## config.mk

```make
export PLATFORM = sky130hd
export DESIGN_NAME = gsensor_sequencer
export DESIGN_NICKNAME = d
export VERILOG_FILES = /design/src/rtl/gsensor_sequencer.sv
export SDC_FILE = /design/constraint.sdc
export NUM_CORES = 1
export LEC_CHECK = 0
export CAP_MARGIN = 30
export CELL_PAD_IN_SITES_DETAIL_PLACEMENT = 0
export CELL_PAD_IN_SITES_GLOBAL_PLACEMENT = 1
export CORE_ASPECT_RATIO = 1.5
export CORE_MARGIN = 5
export CORE_UTILIZATION = 30
export DETAILED_ROUTE_END_ITERATION = 12
export GPL_TIMING_DRIVEN = 0
export PLACE_DENSITY_LB_ADDON = 0.1
export SLEW_MARGIN = 20
export SYNTH_ARGS = -nofsm -noshare
export SYNTH_HDL_FRONTEND = slang
export SYNTH_SLANG_ARGS = --single-unit
```

## constraint.sdc

```tcl
create_clock -name clk -period 4.5 [get_ports clk]
set_input_delay 0.45 -clock clk [delete_from_list [all_inputs] [get_ports clk]]
set_output_delay 0.45 -clock clk [all_outputs]
set_load 0.02 [all_outputs]
```

## src/rtl/gsensor_sequencer.sv

```systemverilog
// gsensor_sequencer: schedules SPI engine transactions for an ADXL345.
// Issues a three-write init sequence after reset, then periodic 6-byte burst
// reads of the X/Y/Z registers, with host register writes arbitrated in
// between. Received bytes are assembled into signed 16-bit samples.
module gsensor_sequencer #(
    parameter int CLK_FREQUENCY    = 50_000_000,
    parameter int UPDATE_FREQUENCY = 50
) (
    input  logic               clk,
    input  logic               reset_n,
    output logic               spi_req,
    input  logic               spi_ack,
    output logic               spi_read,
    output logic [5:0]         spi_addr,
    output logic [2:0]         spi_len,
    output logic [7:0]         spi_wdata,
    input  logic               spi_rdata_valid,
    input  logic [7:0]         spi_rdata,
    input  logic               spi_done,
    input  logic               cfg_req,
    input  logic [5:0]         cfg_addr,
    input  logic [7:0]         cfg_wdata,
    output logic               cfg_ack,
    output logic               init_done,
    output logic               data_valid,
    output logic signed [15:0] data_x,
    output logic signed [15:0] data_y,
    output logic signed [15:0] data_z,
    output logic               overrun
);

    localparam int PERIOD  = CLK_FREQUENCY / UPDATE_FREQUENCY;
    localparam int TIMER_W = (PERIOD > 1) ? $clog2(PERIOD) : 1;
    localparam logic [TIMER_W-1:0] TIMER_LAST = TIMER_W'(PERIOD - 1);

    localparam logic [5:0] DATA_ADDR  = 6'h32;
    localparam logic [2:0] READ_LEN   = 3'd6;
    localparam logic [2:0] WRITE_LEN  = 3'd1;
    localparam logic [1:0] INIT_LAST  = 2'd2;
    localparam logic [2:0] RX_BYTES   = 3'd6;
    localparam logic [2:0] RX_CNT_MAX = 3'd7;

    typedef enum logic [2:0] {
        INIT_ISSUE = 3'd0,
        INIT_WAIT  = 3'd1,
        IDLE       = 3'd2,
        RD_ISSUE   = 3'd3,
        RD_WAIT    = 3'd4,
        WR_ISSUE   = 3'd5,
        WR_WAIT    = 3'd6
    } state_t;

    // Init table: data format (3-wire, +-2g), 50 Hz output rate, measure mode.
    function automatic logic [5:0] init_addr(input logic [1:0] idx);
        case (idx)
            2'd0:    return 6'h31;
            2'd1:    return 6'h2C;
            default: return 6'h2D;
        endcase
    endfunction

    function automatic logic [7:0] init_data(input logic [1:0] idx);
        case (idx)
            2'd0:    return 8'h40;
            2'd1:    return 8'h09;
            default: return 8'h08;
        endcase
    endfunction

    // The device sends the low byte first; samples are {high, low}.
    function automatic logic signed [15:0] pack_word(input logic [7:0] hi,
                                                     input logic [7:0] lo);
        return $signed({hi, lo});
    endfunction

    state_t               state_q, state_d;
    logic [1:0]           init_idx_q, init_idx_d;
    logic [TIMER_W-1:0]   timer_q, timer_d;
    logic                 read_pending_q, read_pending_d;
    logic                 overrun_q, overrun_d;
    logic                 init_done_q, init_done_d;
    logic                 spi_req_q, spi_req_d;
    logic                 spi_read_q, spi_read_d;
    logic [5:0]           spi_addr_q, spi_addr_d;
    logic [2:0]           spi_len_q, spi_len_d;
    logic [7:0]           spi_wdata_q, spi_wdata_d;
    logic                 cfg_ack_q, cfg_ack_d;
    logic [5:0]           cfg_addr_lat_q, cfg_addr_lat_d;
    logic [7:0]           cfg_wdata_lat_q, cfg_wdata_lat_d;
    logic [2:0]           rx_cnt_q, rx_cnt_d;
    logic                 data_valid_q, data_valid_d;
    logic signed [15:0]   data_x_q, data_x_d;
    logic signed [15:0]   data_y_q, data_y_d;
    logic signed [15:0]   data_z_q, data_z_d;
    logic [7:0]           rx_q [6];
    logic [7:0]           rx_d [6];

    logic tick;
    logic req_accepted;
    logic rd_accept;

    // Next-state logic: timer, pending/overrun flags, byte capture and the FSM.
    always_comb begin
        state_d         = state_q;
        init_idx_d      = init_idx_q;
        timer_d         = timer_q;
        read_pending_d  = read_pending_q;
        overrun_d       = overrun_q;
        init_done_d     = init_done_q;
        spi_req_d       = spi_req_q;
        spi_read_d      = spi_read_q;
        spi_addr_d      = spi_addr_q;
        spi_len_d       = spi_len_q;
        spi_wdata_d     = spi_wdata_q;
        cfg_ack_d       = 1'b0;
        cfg_addr_lat_d  = cfg_addr_lat_q;
        cfg_wdata_lat_d = cfg_wdata_lat_q;
        rx_cnt_d        = rx_cnt_q;
        rx_d            = rx_q;
        data_valid_d    = 1'b0;
        data_x_d        = data_x_q;
        data_y_d        = data_y_q;
        data_z_d        = data_z_q;

        // The engine only acknowledges a request that is actually asserted.
        req_accepted = spi_req_q && spi_ack;
        rd_accept    = (state_q == RD_ISSUE) && req_accepted;

        // Update timer runs only after init; its wrap is the read tick.
        tick = init_done_q && (timer_q == TIMER_LAST);
        if (init_done_q) begin
            timer_d = tick ? '0 : timer_q + TIMER_W'(1);
        end

        // A tick landing on the accept cycle re-arms the next read rather
        // than counting as an overrun, since the previous one was taken.
        if (tick) begin
            read_pending_d = 1'b1;
        end else if (rd_accept) begin
            read_pending_d = 1'b0;
        end
        if (tick && read_pending_q && !rd_accept) begin
            overrun_d = 1'b1;
        end

        // Keep the first six bytes; the counter saturates so a long burst
        // is still distinguishable from an exact one.
        if ((state_q == RD_WAIT) && spi_rdata_valid) begin
            if (rx_cnt_q < RX_BYTES) begin
                rx_d[rx_cnt_q] = spi_rdata;
            end
            if (rx_cnt_q != RX_CNT_MAX) begin
                rx_cnt_d = rx_cnt_q + 3'd1;
            end
        end

        case (state_q)
            INIT_ISSUE: begin
                if (req_accepted) begin
                    spi_req_d = 1'b0;
                    state_d   = INIT_WAIT;
                end else begin
                    spi_req_d   = 1'b1;
                    spi_read_d  = 1'b0;
                    spi_addr_d  = init_addr(init_idx_q);
                    spi_len_d   = WRITE_LEN;
                    spi_wdata_d = init_data(init_idx_q);
                end
            end
            INIT_WAIT: begin
                if (spi_done) begin
                    if (init_idx_q == INIT_LAST) begin
                        init_done_d = 1'b1;
                        state_d     = IDLE;
                    end else begin
                        init_idx_d = init_idx_q + 2'd1;
                        state_d    = INIT_ISSUE;
                    end
                end
            end
            IDLE: begin
                // A tick in this very cycle already counts as pending, so a
                // host request arriving alongside it still loses to the read.
                // The host drops cfg_req only after seeing cfg_ack, so the
                // ack cycle itself must not start another write.
                if (read_pending_q || tick) begin
                    state_d = RD_ISSUE;
                end else if (cfg_req && init_done_q && !cfg_ack_q) begin
                    cfg_addr_lat_d  = cfg_addr;
                    cfg_wdata_lat_d = cfg_wdata;
                    state_d         = WR_ISSUE;
                end
            end
            RD_ISSUE: begin
                if (req_accepted) begin
                    spi_req_d = 1'b0;
                    rx_cnt_d  = 3'd0;
                    state_d   = RD_WAIT;
                end else begin
                    spi_req_d   = 1'b1;
                    spi_read_d  = 1'b1;
                    spi_addr_d  = DATA_ADDR;
                    spi_len_d   = READ_LEN;
                    spi_wdata_d = 8'h00;
                end
            end
            RD_WAIT: begin
                if (spi_done) begin
                    state_d = IDLE;
                    if (rx_cnt_d == RX_BYTES) begin
                        data_valid_d = 1'b1;
                        data_x_d     = pack_word(rx_d[1], rx_d[0]);
                        data_y_d     = pack_word(rx_d[3], rx_d[2]);
                        data_z_d     = pack_word(rx_d[5], rx_d[4]);
                    end
                end
            end
            WR_ISSUE: begin
                if (req_accepted) begin
                    spi_req_d = 1'b0;
                    state_d   = WR_WAIT;
                end else begin
                    spi_req_d   = 1'b1;
                    spi_read_d  = 1'b0;
                    spi_addr_d  = cfg_addr_lat_q;
                    spi_len_d   = WRITE_LEN;
                    spi_wdata_d = cfg_wdata_lat_q;
                end
            end
            WR_WAIT: begin
                if (spi_done) begin
                    cfg_ack_d = 1'b1;
                    state_d   = IDLE;
                end
            end
            default: begin
                state_d = IDLE;
            end
        endcase
    end

    // Control state and registered outputs, synchronously cleared by reset_n.
    always_ff @(posedge clk) begin
        if (!reset_n) begin
            state_q         <= INIT_ISSUE;
            init_idx_q      <= 2'd0;
            timer_q         <= '0;
            read_pending_q  <= 1'b0;
            overrun_q       <= 1'b0;
            init_done_q     <= 1'b0;
            spi_req_q       <= 1'b0;
            spi_read_q      <= 1'b0;
            spi_addr_q      <= 6'd0;
            spi_len_q       <= 3'd0;
            spi_wdata_q     <= 8'd0;
            cfg_ack_q       <= 1'b0;
            cfg_addr_lat_q  <= 6'd0;
            cfg_wdata_lat_q <= 8'd0;
            rx_cnt_q        <= 3'd0;
            data_valid_q    <= 1'b0;
            data_x_q        <= '0;
            data_y_q        <= '0;
            data_z_q        <= '0;
        end else begin
            state_q         <= state_d;
            init_idx_q      <= init_idx_d;
            timer_q         <= timer_d;
            read_pending_q  <= read_pending_d;
            overrun_q       <= overrun_d;
            init_done_q     <= init_done_d;
            spi_req_q       <= spi_req_d;
            spi_read_q      <= spi_read_d;
            spi_addr_q      <= spi_addr_d;
            spi_len_q       <= spi_len_d;
            spi_wdata_q     <= spi_wdata_d;
            cfg_ack_q       <= cfg_ack_d;
            cfg_addr_lat_q  <= cfg_addr_lat_d;
            cfg_wdata_lat_q <= cfg_wdata_lat_d;
            rx_cnt_q        <= rx_cnt_d;
            data_valid_q    <= data_valid_d;
            data_x_q        <= data_x_d;
            data_y_q        <= data_y_d;
            data_z_q        <= data_z_d;
        end
    end

    // Raw byte buffer; only published through data_x/y/z, so no reset needed.
    always_ff @(posedge clk) begin
        rx_q <= rx_d;
    end

    assign spi_req    = spi_req_q;
    assign spi_read   = spi_read_q;
    assign spi_addr   = spi_addr_q;
    assign spi_len    = spi_len_q;
    assign spi_wdata  = spi_wdata_q;
    assign cfg_ack    = cfg_ack_q;
    assign init_done  = init_done_q;
    assign data_valid = data_valid_q;
    assign data_x     = data_x_q;
    assign data_y     = data_y_q;
    assign data_z     = data_z_q;
    assign overrun    = overrun_q;

endmodule
```

**Word level (Yosys, flattened, before mapping)**

Index checks and enable logic that the tools add are counted.

- Register bits: 162
- Bits in latches: 0
- Bits in writable memories: 0
- ROM bits: 0
- Input port bits: 28
- Output and inout bits: 71
- Word-level logic and storage cells: 124
- Memories: 0

- Add/sub/neg operators: 3
- Multipliers: 0
- Div/mod/pow operators: 0
- Magnitude comparators: 3
- Equality and inequality tests: 21
- Shift-type cells: 0
- Muxes and demuxes: 40
- Bitwise logic cells: 3
- Reduce and logical (&&, ||, !) cells: 29

Operators by type and width:

| cell | count |
|---|---|
| 48-bit two-way mux | 2 |
| 48-bit bitwise mux | 1 |
| 3-bit two-way mux | 13 |
| 8-bit two-way mux | 4 |
| 8-bit demux with 3-bit select | 1 |
| 8-bit case mux with 3 select lines | 1 |
| 20-bit by 1-bit adder with 20-bit output, second input constant | 1 |
| 20-bit equality test, second input constant | 1 |
| 20-bit two-way mux | 1 |
| 6-bit two-way mux | 3 |
| 3-bit case mux with 6 select lines | 1 |
| 6-bit case mux with 3 select lines | 1 |
| 3-bit AND reduction | 6 |
| 2-bit != test, second input constant | 8 |
| 7-bit case mux with 2 select lines | 1 |
| 3-bit equality test, second input constant | 4 |
| 5-bit case mux with 2 select lines | 1 |
| 1-bit logical AND | 9 |
| 1-bit two-way mux | 7 |
| 3-bit by 2-bit equality test with 1-bit output, second input constant | 2 |
| 3-bit != test, second input constant | 2 |
| 3-bit case mux with 2 select lines | 1 |
| 6-bit AND reduction | 1 |
| 4-bit greater-or-equal comparator, second input constant | 1 |
| other kinds (22) | 26 |

**Longest topological paths before layout**

- Depth in word-level cells: 8
- Gate-level depth with buffers: 9
- Mapped depth without buffers: 6

**Least setup slack after synthesis**

Ideal clock, no wire load.

- Kind: register to register
- From: reg init_done_q (netlist: init_done)
- To: reg state_q[2]
- Setup time: 0.132 ns
- Arrival time: 1.985 ns
- Data required time: 4.368 ns
- Setup slack: 2.383 ns
- Stages on the path, launching flop included: 8
- Buffers on the path: 2
- Path through: dfxtp_1 > buf_4 > nand4_2 > or4_4 > or2_1 > clkbuf_2 > a221oi_1 > nor3_1

- Cells in the longest elaborated chain, start to end: 4
- Elaborated cells between the ends (all ways): 8
- Classes of those cells: eq/ne (1); mux (2); reduce/logical (5)

RTL lines:

| what | line | source |
|---|---|---|
| start, declared | 81 | `logic init_done_q, init_done_d;` |
| start signal, assigned | 270 | `init_done_q <= init_done_d;` |
| 1-bit logical AND, on equally long branches | 130, 188 |  |
| 1-bit logical OR or 1-bit logical AND (tied branches) | 186, 188 |  |
| 3-bit != test (no source line) or 3-bit two-way mux (tied branches) | n/a |  |
| 6-bit AND reduction (no source line) or 3-bit case mux with 6 select lines (tied branches) | n/a |  |
| end signal, assigned | 265 | `state_q <= state_d;` |
| end, declared | 76 | `state_t state_q, state_d;` |

Several ways; a longest one is shown, not always the timed one.
A chain may end at the register's enable or synchronous reset.

**Worst setup path after layout**

- From: reg timer_q[0]
- To: reg cfg_addr_lat_q[5]

- Cells in the longest elaborated chain, start to end: 5

RTL lines:

| what | line | source |
|---|---|---|
| start, declared | 78 | `logic [TIMER_W-1:0] timer_q, timer_d;` |
| start signal, assigned | 267 | `timer_q <= timer_d;` |
| 20-bit equality test | 130 | `tick = init_done_q && (timer_q == TIMER_LAST);` |
| 1-bit logical AND | 130 |  |
| 1-bit logical OR | 186 | `if (read_pending_q \|\| tick) begin` |
| 1-bit NOT (no source line) | n/a |  |
| 3-bit AND reduction (no source line) | n/a |  |
| end signal, assigned | 277 | `cfg_addr_lat_q <= cfg_addr_lat_d;` |
| end, declared | 88 | `logic [5:0] cfg_addr_lat_q, cfg_addr_lat_d;` |

Every way passes these cells.

==> results.json <==
{
  "crit_arrival_ns": 2.80,
  "holdPathStages": 2,
  "total_power_w": 0.003646,
  "insertion_delay_ns": 0.43,
  "design_area_um2": 8270,
  "drt_iter0_markers": 242,
  "drv_cap": 0,
  "fill_cells": 2121,
  "status": "complete, no violations",
  "netlist_top_cells_area": "dfxtp_1 50%, mux2_2 8.7%, nand4_1 5.2%",
  "tns_ns": 0,
  "r2r_cells": 6,
  "final_cell_count_no_fill": 1065,
  "dp.cells": 1034,
  "fp.dieW_um": 128.7,
  "whs_ns": 0.4481,
  "fp.dieH_um": 188.1,
  "ys_async_sr_fraction": 0,
  "gp_congestion": 0.8344,
  "gr-total-overflow": 0,
  "drive_gt1_frac": 0.1418,
  "netlist.area_leader.share": 0.5049,
  "rows": 65,
  "cp.required_ns": 4.79,
  "p_int_w": 0.002697,
  "clock.fmax_mhz": 399.5,
  "dr.pass1.iters": 4,
  "clock_sinks": 160,
  "grt_pass1_vias": 5430,
  "ant_nets": 0,
  "numPortBuffers": 97,
  "cts-hold-fix-buffers": 0,
  "synth_commonest_cells": "160 x dfxtp_1, 81 x nand2_1, 53 x nand4_1",
  "path_clk_slew_ns": 0.06,
  "finalCritPeriodShare": 0.5562,
  "min-delay-path-class": "flip-flop to flip-flop",
  "htreeDepth": 4,
  "rsz0062_at_grt": "false",
  "ios": 99,
  "ys_types": 56,
  "tightest_slew_ns": 0.7516,
  "synthCells": 669,
  "swShare": 0.2604,
  "grt_antenna_before_repair": 0,
  "post_dp_cell_area_um2": 7650,
  "vdd_drop_max_uv": 247.0,
  "postRouteWirelength_um": 18520,
  "seq_area_frac_synth": 0.5049,
  "dp_hpwl_um": 14120,
  "core_um2": 20900,
  "drc_errors": 0,
  "avgSynthCellArea_um2": 9.482,
  "clock_skew_ns": 0.007848,
  "hold_viol": 0,
  "yosysTopAreaCell": "dfxtp_1",
  "postCtsSetupBuffers": 0,
  "numCtsBuffers": 17,
  "power.density_nw_per_um2": 440.8,
  "syn-cell-area_um2": 6344,
  "cts_root_buf": "clkbuf_16",
  "vias_per_cell": 4.847,
  "timing.final.crit_period_ns": 2.503,
  "cts.path.max_buffers": 2,
  "setup_viol": 0,
  "layout.nets": 820,
  "syn_nets": 704,
  "grt_start_max_net_pins": 17,
  "clockPowerShare": 0.417,
  "relSlewSlack": 0.4951,
  "n_antenna_cell": 0,
  "post_cts_resized": 0,
  "yosys_warnings": 0,
  "synth-edff-count": 0,
  "track_usage": 0.1584,
  "seqPwrFrac": 0.426,
  "dieArea_um2": 24210,
  "setup.worst_path.class": "flip-flop to flip-flop",
  "start_kind": "flip-flop",
  "cts_tree": "yes",
  "post-synth-top-count-cell": "dfxtp_1",
  "power_switching_w": 0.0009494,
  "p_comb_frac": 0.157,
  "routed-via-count": 5162,
  "total_leakage_power_nw": 3.023,
  "wl_per_cell_um": 17.39,
  "ys_ff_latch": 160,
  "synth_ff_type": "dfxtp_1",
  "start_util": 0.3035,
  "slew_viol_final": 0,
  "synthToLayoutAreaGrowth_pct": 30.37,
  "end_kind": "flip-flop",
  "worstPathMaxFanout": 10,
  "grt_pass1_wl_um": 29590
}
## routing by layer
metal	vias up	global-route usage	wire length, um
met2	110	0.2875	9853
met1	2435	0.1737	7499
met3	20	0.03876	746
met4	0	0.06225	419
li1	2597	-	-
met5	-	0	0
## cells in the final DEF (no fill, tap or decap), drive strengths merged, types with 12 or more instances in the layout
master,Yosys,layout
a21oi,12,12
nand3,28,28
dfxtp,160,160
buf,21,21
nor3,12,12
nor2,48,48
nand4,54,54
clkdlybuf4s50,0,97
clkbuf,29,50
nand2,82,82
xor2,14,14
mux2,49,49
o21ai,72,72
## per-stage QoR
stage	setup slack, ns	util
final	1.997	0.3957
after floorplan	2.383	-
after global routing	1.833	0.3957
after global placement	1.540	0.3660
after CTS	1.947	0.3957
after detailed placement	1.560	0.3660
## kinds of logic (layout without fill, tap and decap cells)
family,count (synthesis),in the layout,share of synthesized area
AO/OA/AOI/OAI,111,111,0.1039
XOR/XNOR,20,20,0.02761
adder cells (fa/ha/maj),7,7,0.01381
buffers and inverters,54,182,0.04359
flip-flops,160,160,0.5049
multiplexers,52,52,0.09172
AND/OR/NAND/NOR,265,265,0.2144
## path summary, 6_finish.rpt
path	startpoint	endpoint	slack, ns
max	timer_q[0]	cfg_addr_lat_q[5]	2.00
min	data_y[13]	data_y[13]	0.45
max reg2reg	timer_q[0]	cfg_addr_lat_q[5]	2.00
min reg2reg	data_y[13]	data_y[13]	0.45
## cell type report
cell class                 instances  area (um2)  share of cell area
buffer                            50       261.5             0.03162
clock buffer                      21       460.4             0.05567
clock inverter                    10       160.2             0.01936
inverter                           4       15.01            0.001815
multi-input combinational        455        2864              0.3463
sequential                       160        3203              0.3873
tap                              268       335.3             0.04054
timing repair buffer              97       970.9              0.1174
## worst max-delay path, cell delays in order (launching register included)
cell,delay [ns]
dfxtp_1,0.42
ha_1,0.23
nand2_1,0.12
or4_4,0.56
o211ai_2,0.54
clkbuf_2,0.36
o21ai_0,0.14
## flip-flops by register name, indices dropped and copies added, names as in the netlist
| name | count |
|---|---|
| rx_q | 48 |
| timer_q | 20 |
| data_x | 16 |
| data_y | 16 |
| data_z | 16 |
| cfg_wdata_lat_q | 8 |
| spi_wdata | 8 |
| cfg_addr_lat_q | 6 |
| spi_addr | 6 |
| rx_cnt_q | 3 |
| state_q | 3 |
| init_idx_q | 2 |
| spi_len | 2 |
| cfg_ack | 1 |
| data_valid | 1 |
| init_done | 1 |
| overrun | 1 |
| read_pending_q | 1 |
| spi_req | 1 |
## power groups by stage
stage	clock network (W)	registers [W]	logic, W
final	0.00152	0.00155	0.000573
after global routing	0.00164	0.00156	0.000634
after CTS	0.00157	0.00156	0.000580
after detailed placement	0	0.00159	0.000578
after global placement	0	0.00158	0.000574
after floorplan	0	0.00161	0.000318
No activity file was read; power rests on OpenSTA's default activity.
